[config.mk]
export PLATFORM = sky130hd
export DESIGN_NAME = dcache_control
export DESIGN_NICKNAME = d
export VERILOG_FILES = /design/src/rtl/dcache_control.sv
export SDC_FILE = /design/constraint.sdc
export NUM_CORES = 1
export LEC_CHECK = 0
export ABC_AREA = 1
export BUFFER_PORTS_ARGS = -buffer_cell sky130_fd_sc_hd__buf_4
export CELL_PAD_IN_SITES_DETAIL_PLACEMENT = 1
export CELL_PAD_IN_SITES_GLOBAL_PLACEMENT = 2
export CORE_MARGIN = 3
export CORE_UTILIZATION = 16
export DETAILED_ROUTE_END_ITERATION = 8
export PLACE_DENSITY_LB_ADDON = 0.3
export RECOVER_POWER = 100
export SKIP_LAST_GASP = 1
export SYNTH_ARGS = -nofsm -noshare
export SYNTH_HDL_FRONTEND = slang
export SYNTH_SLANG_ARGS = --single-unit
[constraint.sdc]
create_clock -name clk -period 1.52 [get_ports clk]
set_input_delay 0 -clock clk [delete_from_list [all_inputs] [get_ports clk]]
set_output_delay 0 -clock clk [all_outputs]
set_load 0.01 [all_outputs]
[src/rtl/dcache_control.sv]
// dcache_control: control FSM for the N-way set-associative write-back data
// cache. Sits between the cache datapath and the DFP (memory) port, sequencing
// hit checks, CPU write hits, dirty-victim writeback and line fill.
//
// State table:
//   state        | meaning
//   IDLE         | waiting for a request; arms all ways for a tag/data read
//   CHECK        | tag compare result valid; hit completes, miss starts refill
//   WRITEBACK    | dirty victim line written to DFP, held until dfp_resp
//   FETCH        | new line read from DFP; filled into victim way on dfp_resp
//   FETCH_WAIT   | re-read the set so the following CHECK sees the new line
//
// Optional feature: define DCACHE_PERF_CNT_EN to build saturating hit, miss
// and writeback counters. Without it the counter ports are tied to zero and
// no counter flops exist.
module dcache_control #(
    parameter int WAYS      = 4,
    parameter int CNT_WIDTH = 32,
    localparam int WIDX     = $clog2(WAYS)
) (
    input  logic                 clk,
    input  logic                 rst,
    input  logic                 cache_read_request,
    input  logic                 cache_write_request,
    input  logic                 cache_hit,
    input  logic [WIDX-1:0]      hit_way,
    input  logic [WIDX-1:0]      victim_way,
    input  logic                 victim_valid,
    input  logic                 victim_dirty,
    input  logic                 dfp_resp,
    output logic                 ufp_resp,
    output logic                 dfp_read,
    output logic                 dfp_write,
    output logic [WAYS-1:0]      tag_array_csb0,
    output logic [WAYS-1:0]      data_array_csb0,
    output logic [WAYS-1:0]      valid_array_csb0,
    output logic [WAYS-1:0]      dirty_array_csb0,
    output logic                 write_from_mem,
    output logic                 write_from_cpu,
    output logic                 ready,
    output logic [CNT_WIDTH-1:0] hit_count,
    output logic [CNT_WIDTH-1:0] miss_count,
    output logic [CNT_WIDTH-1:0] writeback_count
);

    typedef enum logic [2:0] {
        S_IDLE       = 3'd0,
        S_CHECK      = 3'd1,
        S_WRITEBACK  = 3'd2,
        S_FETCH      = 3'd3,
        S_FETCH_WAIT = 3'd4
    } state_e;

    state_e state_q, state_d;

    logic            request;
    logic [WAYS-1:0] way_one;
    logic [WAYS-1:0] hit_mask_n;
    logic [WAYS-1:0] victim_mask_n;

    // A simultaneous read and write is handled as a write.
    assign request       = cache_read_request | cache_write_request;
    assign way_one       = {{(WAYS-1){1'b0}}, 1'b1};
    assign hit_mask_n    = ~(way_one << hit_way);
    assign victim_mask_n = ~(way_one << victim_way);

    // State register.
    always_ff @(posedge clk) begin
        if (rst) begin
            state_q <= S_IDLE;
        end else begin
            state_q <= state_d;
        end
    end

    // Next-state logic.
    always_comb begin
        state_d = state_q;
        case (state_q)
            S_IDLE: begin
                if (request) state_d = S_CHECK;
            end
            S_CHECK: begin
                if (!request) begin
                    state_d = S_IDLE;
                end else if (cache_hit) begin
                    // Reads keep streaming while a request is present; a
                    // write hit always returns to IDLE.
                    state_d = cache_write_request ? S_IDLE : S_CHECK;
                end else if (victim_valid && victim_dirty) begin
                    state_d = S_WRITEBACK;
                end else begin
                    state_d = S_FETCH;
                end
            end
            S_WRITEBACK: begin
                if (dfp_resp) state_d = S_FETCH;
            end
            S_FETCH: begin
                if (dfp_resp) state_d = S_FETCH_WAIT;
            end
            S_FETCH_WAIT: begin
                state_d = S_CHECK;
            end
            default: begin
                state_d = S_IDLE;
            end
        endcase
    end

    // Output decode from state and inputs.
    always_comb begin
        ufp_resp         = 1'b0;
        dfp_read         = 1'b0;
        dfp_write        = 1'b0;
        write_from_mem   = 1'b0;
        write_from_cpu   = 1'b0;
        ready            = 1'b0;
        tag_array_csb0   = '1;
        data_array_csb0  = '1;
        valid_array_csb0 = '1;
        dirty_array_csb0 = '1;
        case (state_q)
            S_IDLE: begin
                ready = 1'b1;
                if (request) begin
                    tag_array_csb0   = '0;
                    data_array_csb0  = '0;
                    valid_array_csb0 = '0;
                    dirty_array_csb0 = '0;
                end
            end
            S_CHECK: begin
                if (!request) begin
                    ready = 1'b1;
                end else if (cache_hit) begin
                    ufp_resp = 1'b1;
                    if (cache_write_request) begin
                        write_from_cpu   = 1'b1;
                        data_array_csb0  = hit_mask_n;
                        dirty_array_csb0 = hit_mask_n;
                    end else begin
                        ready            = 1'b1;
                        tag_array_csb0   = '0;
                        data_array_csb0  = '0;
                        valid_array_csb0 = '0;
                        dirty_array_csb0 = '0;
                    end
                end
            end
            S_WRITEBACK: begin
                dfp_write = 1'b1;
            end
            S_FETCH: begin
                dfp_read = 1'b1;
                if (dfp_resp) begin
                    write_from_mem   = 1'b1;
                    tag_array_csb0   = victim_mask_n;
                    data_array_csb0  = victim_mask_n;
                    valid_array_csb0 = victim_mask_n;
                    dirty_array_csb0 = victim_mask_n;
                end
            end
            S_FETCH_WAIT: begin
                tag_array_csb0   = '0;
                data_array_csb0  = '0;
                valid_array_csb0 = '0;
                dirty_array_csb0 = '0;
            end
            default: begin
            end
        endcase
    end

`ifdef DCACHE_PERF_CNT_EN
    localparam logic [CNT_WIDTH-1:0] CNT_MAX = '1;

    logic                 refill_q, refill_d;
    logic [CNT_WIDTH-1:0] hit_cnt_q, hit_cnt_d;
    logic [CNT_WIDTH-1:0] miss_cnt_q, miss_cnt_d;
    logic [CNT_WIDTH-1:0] wb_cnt_q, wb_cnt_d;
    logic                 hit_event, miss_event, wb_event;

    // The CHECK right after a refill is a guaranteed hit and is not a real
    // CPU hit, so it is excluded from hit_count.
    assign refill_d   = (state_q == S_FETCH_WAIT);
    assign hit_event  = (state_q == S_CHECK) && request && cache_hit && !refill_q;
    assign miss_event = (state_q == S_CHECK) && request && !cache_hit;
    assign wb_event   = miss_event && victim_valid && victim_dirty;

    // Saturating counter increments.
    always_comb begin
        hit_cnt_d  = hit_cnt_q;
        miss_cnt_d = miss_cnt_q;
        wb_cnt_d   = wb_cnt_q;
        if (hit_event && hit_cnt_q != CNT_MAX)   hit_cnt_d  = hit_cnt_q + CNT_WIDTH'(1);
        if (miss_event && miss_cnt_q != CNT_MAX) miss_cnt_d = miss_cnt_q + CNT_WIDTH'(1);
        if (wb_event && wb_cnt_q != CNT_MAX)     wb_cnt_d   = wb_cnt_q + CNT_WIDTH'(1);
    end

    // Counter and refill-flag registers.
    always_ff @(posedge clk) begin
        if (rst) begin
            refill_q   <= 1'b0;
            hit_cnt_q  <= '0;
            miss_cnt_q <= '0;
            wb_cnt_q   <= '0;
        end else begin
            refill_q   <= refill_d;
            hit_cnt_q  <= hit_cnt_d;
            miss_cnt_q <= miss_cnt_d;
            wb_cnt_q   <= wb_cnt_d;
        end
    end

    assign hit_count       = hit_cnt_q;
    assign miss_count      = miss_cnt_q;
    assign writeback_count = wb_cnt_q;
`else
    assign hit_count       = '0;
    assign miss_count      = '0;
    assign writeback_count = '0;
`endif

endmodule

==> results by group, run 1 <==
Timing
  • Endpoints failing setup: 0
  • Post-layout min period: 1420 ps
  • Tcrit/Tclk final: 0.932
  • FMAX: approximately 0.71 GHz
  • Setup TNS: 0 ps
  • Final hold violations: 0
  • Fin worst setup slack: 103 ps
  • Slew Limit Fails: 0
  • RSZ-0062 raised after global routing: yes
  • Setup Skew: a little over 6 ps
  • Worst hold slack: ~74 ps

Placement
  • Pre-CTS setup slack: approximately 200 ps
  • Post-DP HPWL: ~2300 um
  • I/O Buffers: 33
  • Placer congestion estimate: 0.692

Clock tree
  • Clock latency on the worst-skew pair: about 220 ps
  • Htree depth: 1
  • Total CTS buffers: 3
  • Clk sinks: 3
  • Max clock buf depth: 2
  • Clock-pin slew on the worst setup and hold paths: ~40 ps
  • Root Buffer: clkbuf_8
  • CTS tree: yes

Layout
  • # fillers: between 900 and 1000
  • Synthesis-to-finish area growth: 5.16%
  • Reg area: 62.6 sq um
  • Multi-input logic area: 653 sq um
  • Post-layout nets: 221
  • Top Registers: state_q: 3 flops
  • Reg with most FFs: state_q
  • Commonest non-fill, non-tap cell in the layout: conb_1
  • Share of cells above drive strength 1: 0.274
  • # diodes: 0
  • Largest register FFs: 3
  • Fin util: 0.176
  • Commonest cells after routing, fill and taps aside: 96 x conb_1, 38 x buf_4, 13 x nand2_1, 10 x inv_1, 8 x nand3_1

Floorplanning
  • Initial Util: 0.168
  • Num ports: 130
  • Full die area: around 8300 sq um
  • Core ar.: 6940 sq um
  • Die width: 91.3 um
  • # rows: 30
  • Chip height: between 90 and 100 um

Global routing
  • All-Layer GR Usage: 0.0543
  • Vias in the first global route: between 700 and 800
  • Global route overflow: 0
  • Antenna violations before repair: 0
  • Largest net degree at the start of global routing: 9
  • First-pass GRT wire length: between 3000 and 4000 um

Routing
  • DRT Pass-1 Iters: 4
  • Vias: 860
  • DRC errors left: 0
  • DRT iter0 DRCs: 15
  • Post-route ant nets: 0
  • WL/cell: 8.26 um
  • Vias per cell: between 2 and 3
  • Total wire length: approximately 2500 um

Power and ir drop
  • Pwr dens: about 750 nW/um^2
  • Max IR drop VDD: ~0.00018 V
  • Overall power: slightly above 900 uW
  • Static Leak: 0.712 nW

Setup path
  • Crit path max fanout: 8
  • Kind of critical path: reg -> out
  • Startpoint types: register
  • Critical path arrival: 1420 ps
  • CP required: between 1500 and 2000 ps
  • Setup crit end kind: output port

Synthesis
  • Flops & latches, synth: 3
  • Synth Cell Area: 1160 sq um
  • Post-synthesis sequential area ratio: 0.0516
  • Syn Area/Cell: 6.69 sq um
  • Post-Syn Instances: 174
  • Yosys warning count: 0
  • Post-synthesis cell type count: 18

Status
  • Outcome: finished clean

Flow run
  • Max-Cap Viols: 0

Worst hold path
  • Hold crit path type: in -> reg
==> metal layers <==
layer	vias up	GRT usage	wire length, um
met2	71	0.0858	1210
met3	5	0.0323	405
met1	377	0.0586	866
li1	407	-	-
met4	0	0.0226	33
met5	-	0	0
==> cells in the mapped netlist, drive strengths merged <==
cell type,number,area [sq um]
a21oi,6,37.5
a31oi,1,6.26
buf,104,781
conb,1,3.75
dfxtp,3,60.1
inv,13,48.8
nand2,13,48.8
nand3,8,40.0
nor2,9,36.3
nor3,7,46.3
o21ai,6,37.5
or2,3,18.8
==> path summary, 6_finish.rpt <==
path                    from                  end  slack (ps)  cells past startpoint
setup reg to reg  state_q[1]           state_q[1]         400                      7
hold / removal      dfp_resp           state_q[2]          70                      3
hold reg to reg   state_q[1]           state_q[1]         530                      2
setup / recovery  state_q[1]  dirty_array_csb0[2]         100                      6
==> layout make-up <==
type / instances / share of cell area
repair buffers: 39 / 0.241
inverters: 13 / 0.0398
clock buffers: 4 / 0.0368
flip-flops and latches: 3 / 0.0511
multi-input cells: 149 / 0.533
well taps: 96 / 0.0981
==> repair_timing <==
item                                    in CTS  in global routing
endpoints found under the setup margin       4                 17
gates resized for setup                      2                  9
pin swaps                                    1                  1
setup buffers                                3                  1
endpoints found under the hold margin        3                  0
hold buffers                                 1                  0
==> kinds of logic after synthesis <==
kind of cell           count (synthesis)  synth area share
other                                  1           0.00322
AOI/OAI and AO/OA                     13            0.0698
DFF                                    3            0.0516
buffers and inverters                117             0.712
and+or+nand+nor                       40             0.163
==> power by group <==
group | switching (mW) | internal [mW] | total [mW]
Clock | 0.0614 | 0.180 | 0.241
Combinational | 0.359 | 0.228 | 0.587
Sequential | 0.00855 | 0.0866 | 0.0952
Total | 0.429 | 0.494 | 0.923
==> through the flow <==
stage | std cells | cell area (sq um)
finish | 304 | 1220
global route | 304 | 1220
CTS | 303 | 1190
detailed placement | 295 | 1120
global placement | 295 | 1120
floorplan | 269 | 1520
==> worst max-delay path, stage by stage (launching register included) <==
cell and delay, ps:
dfxtp_2 330, inv_1 110, nand2_1 130, nor2_4 130, o21ai_2 130, o21ai_1 220
buf_4 160
(Power assumes the default switching activity.)
==> run 2, diff against run 1 <==
CORE_UTILIZATION = 15   (was 16)
clock period = 1.4 ns   (was 1.52 ns; I/O delays follow)
==> run 2 against run 1 <==
  * Design area increased by 12%
  * Critical path depth increased by 1
  * Worst hold slack improved by 25 ps
  * First-iteration DRC count decreased by 47%
  * Sequential power rose by 12%
  * Count of clock-buffer cells in the layout unchanged
  * Cell count rose by 3.0%
  * Clock power grew 4%
  * Die area is 6.2% higher
  * Non-clock buffer count rose by 6
  * Setup slack worse by 62 ps
  * Via count increased by 2.9%
  * Highest routed layer unchanged
==> results by group, run 2 (synthesis results as in run 1) <==
Clock tree
  • Clock-pin slew on the worst setup and hold paths: about 30 ps
  • Htree depth: 1
  • CTS tree: yes
  • Root Buffer: clkbuf_8
  • Total CTS buffers: 3
  • Max clock buf depth: 2
  • Clock latency on the worst-skew pair: between 200 and 250 ps
  • Clk sinks: 3

Power and ir drop
  • Overall power: 1.09 mW
  • Combinational Power Share: 0.673
  • Sw Pwr: approximately 500 uW
  • Pwr dens: 798 nW/um^2
  • Static Leak: 0.765 nW
  • Max IR drop VDD: 0.000287 V
  • Sw Ratio: 0.452
  • Sequential power share: 0.098
  • Clock Power Share: 0.229
  • Pint: about 600 uW

Setup path
  • Startpoint types: register
  • Crit path max fanout: 5
  • CP required: approximately 1400 ps
  • Kind of critical path: reg -> out
  • Critical path arrival: roughly 1400 ps
  • RR Startpoint: state_q[2]
  • FF-to-FF End: state_q[1]
  • Setup crit end kind: output port
  • Reg-to-reg setup timing slack: 250 ps
  • Reg2Reg Depth: 8

Routing
  • Post-route ant nets: 0
  • Vias: about 890
  • WL/cell: ~8 um
  • Vias per cell: roughly 2.8
  • DRT iter0 DRCs: 8
  • DRT Pass-1 Iters: 2
  • DRC errors left: 0
  • Total wire length: approximately 2500 um

Placement
  • Post-DP HPWL: about 2300 um
  • Placer congestion estimate: ~0.66
  • Placed insts: 300
  • I/O Buffers: 33

Global routing
  • Vias in the first global route: roughly 780
  • Global route overflow: 0
  • All-Layer GR Usage: 0.0488
  • Largest net degree at the start of global routing: 9
  • First-pass GRT wire length: between 3000 and 4000 um
  • Antenna violations before repair: 0

Layout
  • Top Registers: state_q: 3 flops
  • Commonest cells after routing, fill and taps aside: 96 x conb_1, 39 x buf_4, 9 x inv_1, 9 x nand2_1, 7 x nand3_1
  • Synthesis-to-finish area growth: 17.4%
  • Commonest non-fill, non-tap cell in the layout: conb_1
  • Largest register FFs: 3
  • Reg with most FFs: state_q
  • Post-layout nets: ~230
  • # diodes: 0
  • Non-filler cells, final: between 300 and 400
  • Share of cells above drive strength 1: 0.346

Worst hold path
  • Hold worst-path end: state_q[0]
  • Hold crit path type: in -> reg
  • Hold path depth: 4
  • Min-delay src: dfp_resp

Floorplanning
  • Core ar.: 7410 sq um
  • Num ports: 130
  • Full die area: between 8000 and 9000 sq um
  • Initial Util: 0.157
  • Chip height: about 94 um
  • # rows: 31
  • Die width: around 94 um

Flow run
  • Max-Cap Viols: 0

Timing
  • Endpoints failing setup: 0
  • RSZ-0062 raised after global routing: yes
  • Worst hold slack: 98.6 ps
  • Setup Skew: between 0.1 and 0.15 ps
  • Final hold violations: 0
  • Tcrit/Tclk final: 0.971
  • Post-layout min period: between 1000 and 1500 ps
  • FMAX: between 0.7 and 0.8 GHz
  • Slew Limit Fails: 0

Status
  • Outcome: finished clean
## run 2: changes by cell type in the layout (fill, tap and decap cells not counted), moves of 2 or more
cell | before | now
buf_6 | 0 | 5
a21oi_2 | 4 | 1
a21oi_4 | 0 | 3
o21ai_4 | 0 | 2
nand2_2 | 0 | 4
o21ai_1 | 3 | 0
nand2_1 | 13 | 9
## run 2: stage by stage
step           area (sq um)  setup TNS, ps  worst slack (ps)   util
2_1_floorplan          1520              0              91.7      -
3_3_place_gp           1130              0              74.5  0.153
3_5_place_dp           1130              0              91.2  0.153
4_1_cts                1230          -99.8             -19.8  0.166
5_1_grt                1370           -163             -31.0  0.185
6_report               1370              0              40.5  0.185
## run 2: repair_timing
action | CTS | global route
hold buffers | 1 | 0
gates resized for setup | 7 | 28
pin swaps | 1 | 4
setup buffers | 4 | 4
endpoints found under the hold margin | 3 | 0
setup endpoints to repair | 17 | 18
## run 2: critical path, cell delays in order (launching register included)
cell	delay [ps]
dfxtp_2	340
inv_2	100
nand2_2	100
nor2_4	110
buf_4	120
inv_1	40
nor3_1	170
buf_4	160
## run 2: power groups by stage
stage               combinational [mW]  sequential (mW)  clock (mW)
global route                     0.812            0.108       0.269
CTS                              0.646            0.101       0.259
finish                           0.735            0.107       0.250
floorplan                        0.616            0.100           0
global placement                 0.627            0.102           0
detailed placement               0.624            0.102           0
## run 2: cell type report
class                   instances  area (sq um)
flip-flops and latches          3          66.3
multi-input cells             149           719
fillers                       956          6040
clock buffers                   4          45.0
well taps                      99           124
inverters                      13          53.8
repair buffers                 45           359
## run 2: how the worst max path moves through the flow
stage	slack (ps)	end	cells past startpoint	start
CTS	-20	dirty_array_csb0[3]	6	state_q[1]
global route	-30	dirty_array_csb0[2]	7	state_q[1]
detailed placement	90	dirty_array_csb0[3]	5	state_q[0]
finish	40	ufp_resp	7	state_q[2]
floorplan	90	dirty_array_csb0[2]	6	state_q[1]
global placement	70	data_array_csb0[3]	5	state_q[0]
## run 2: routing by layer
layer,up-vias,share of wire,global-route usage
met5,-,0,0
met4,0,0.0024,0.00722
met3,2,0.14,0.0256
met2,73,0.50,0.0798
met1,387,0.35,0.0577
li1,423,-,-
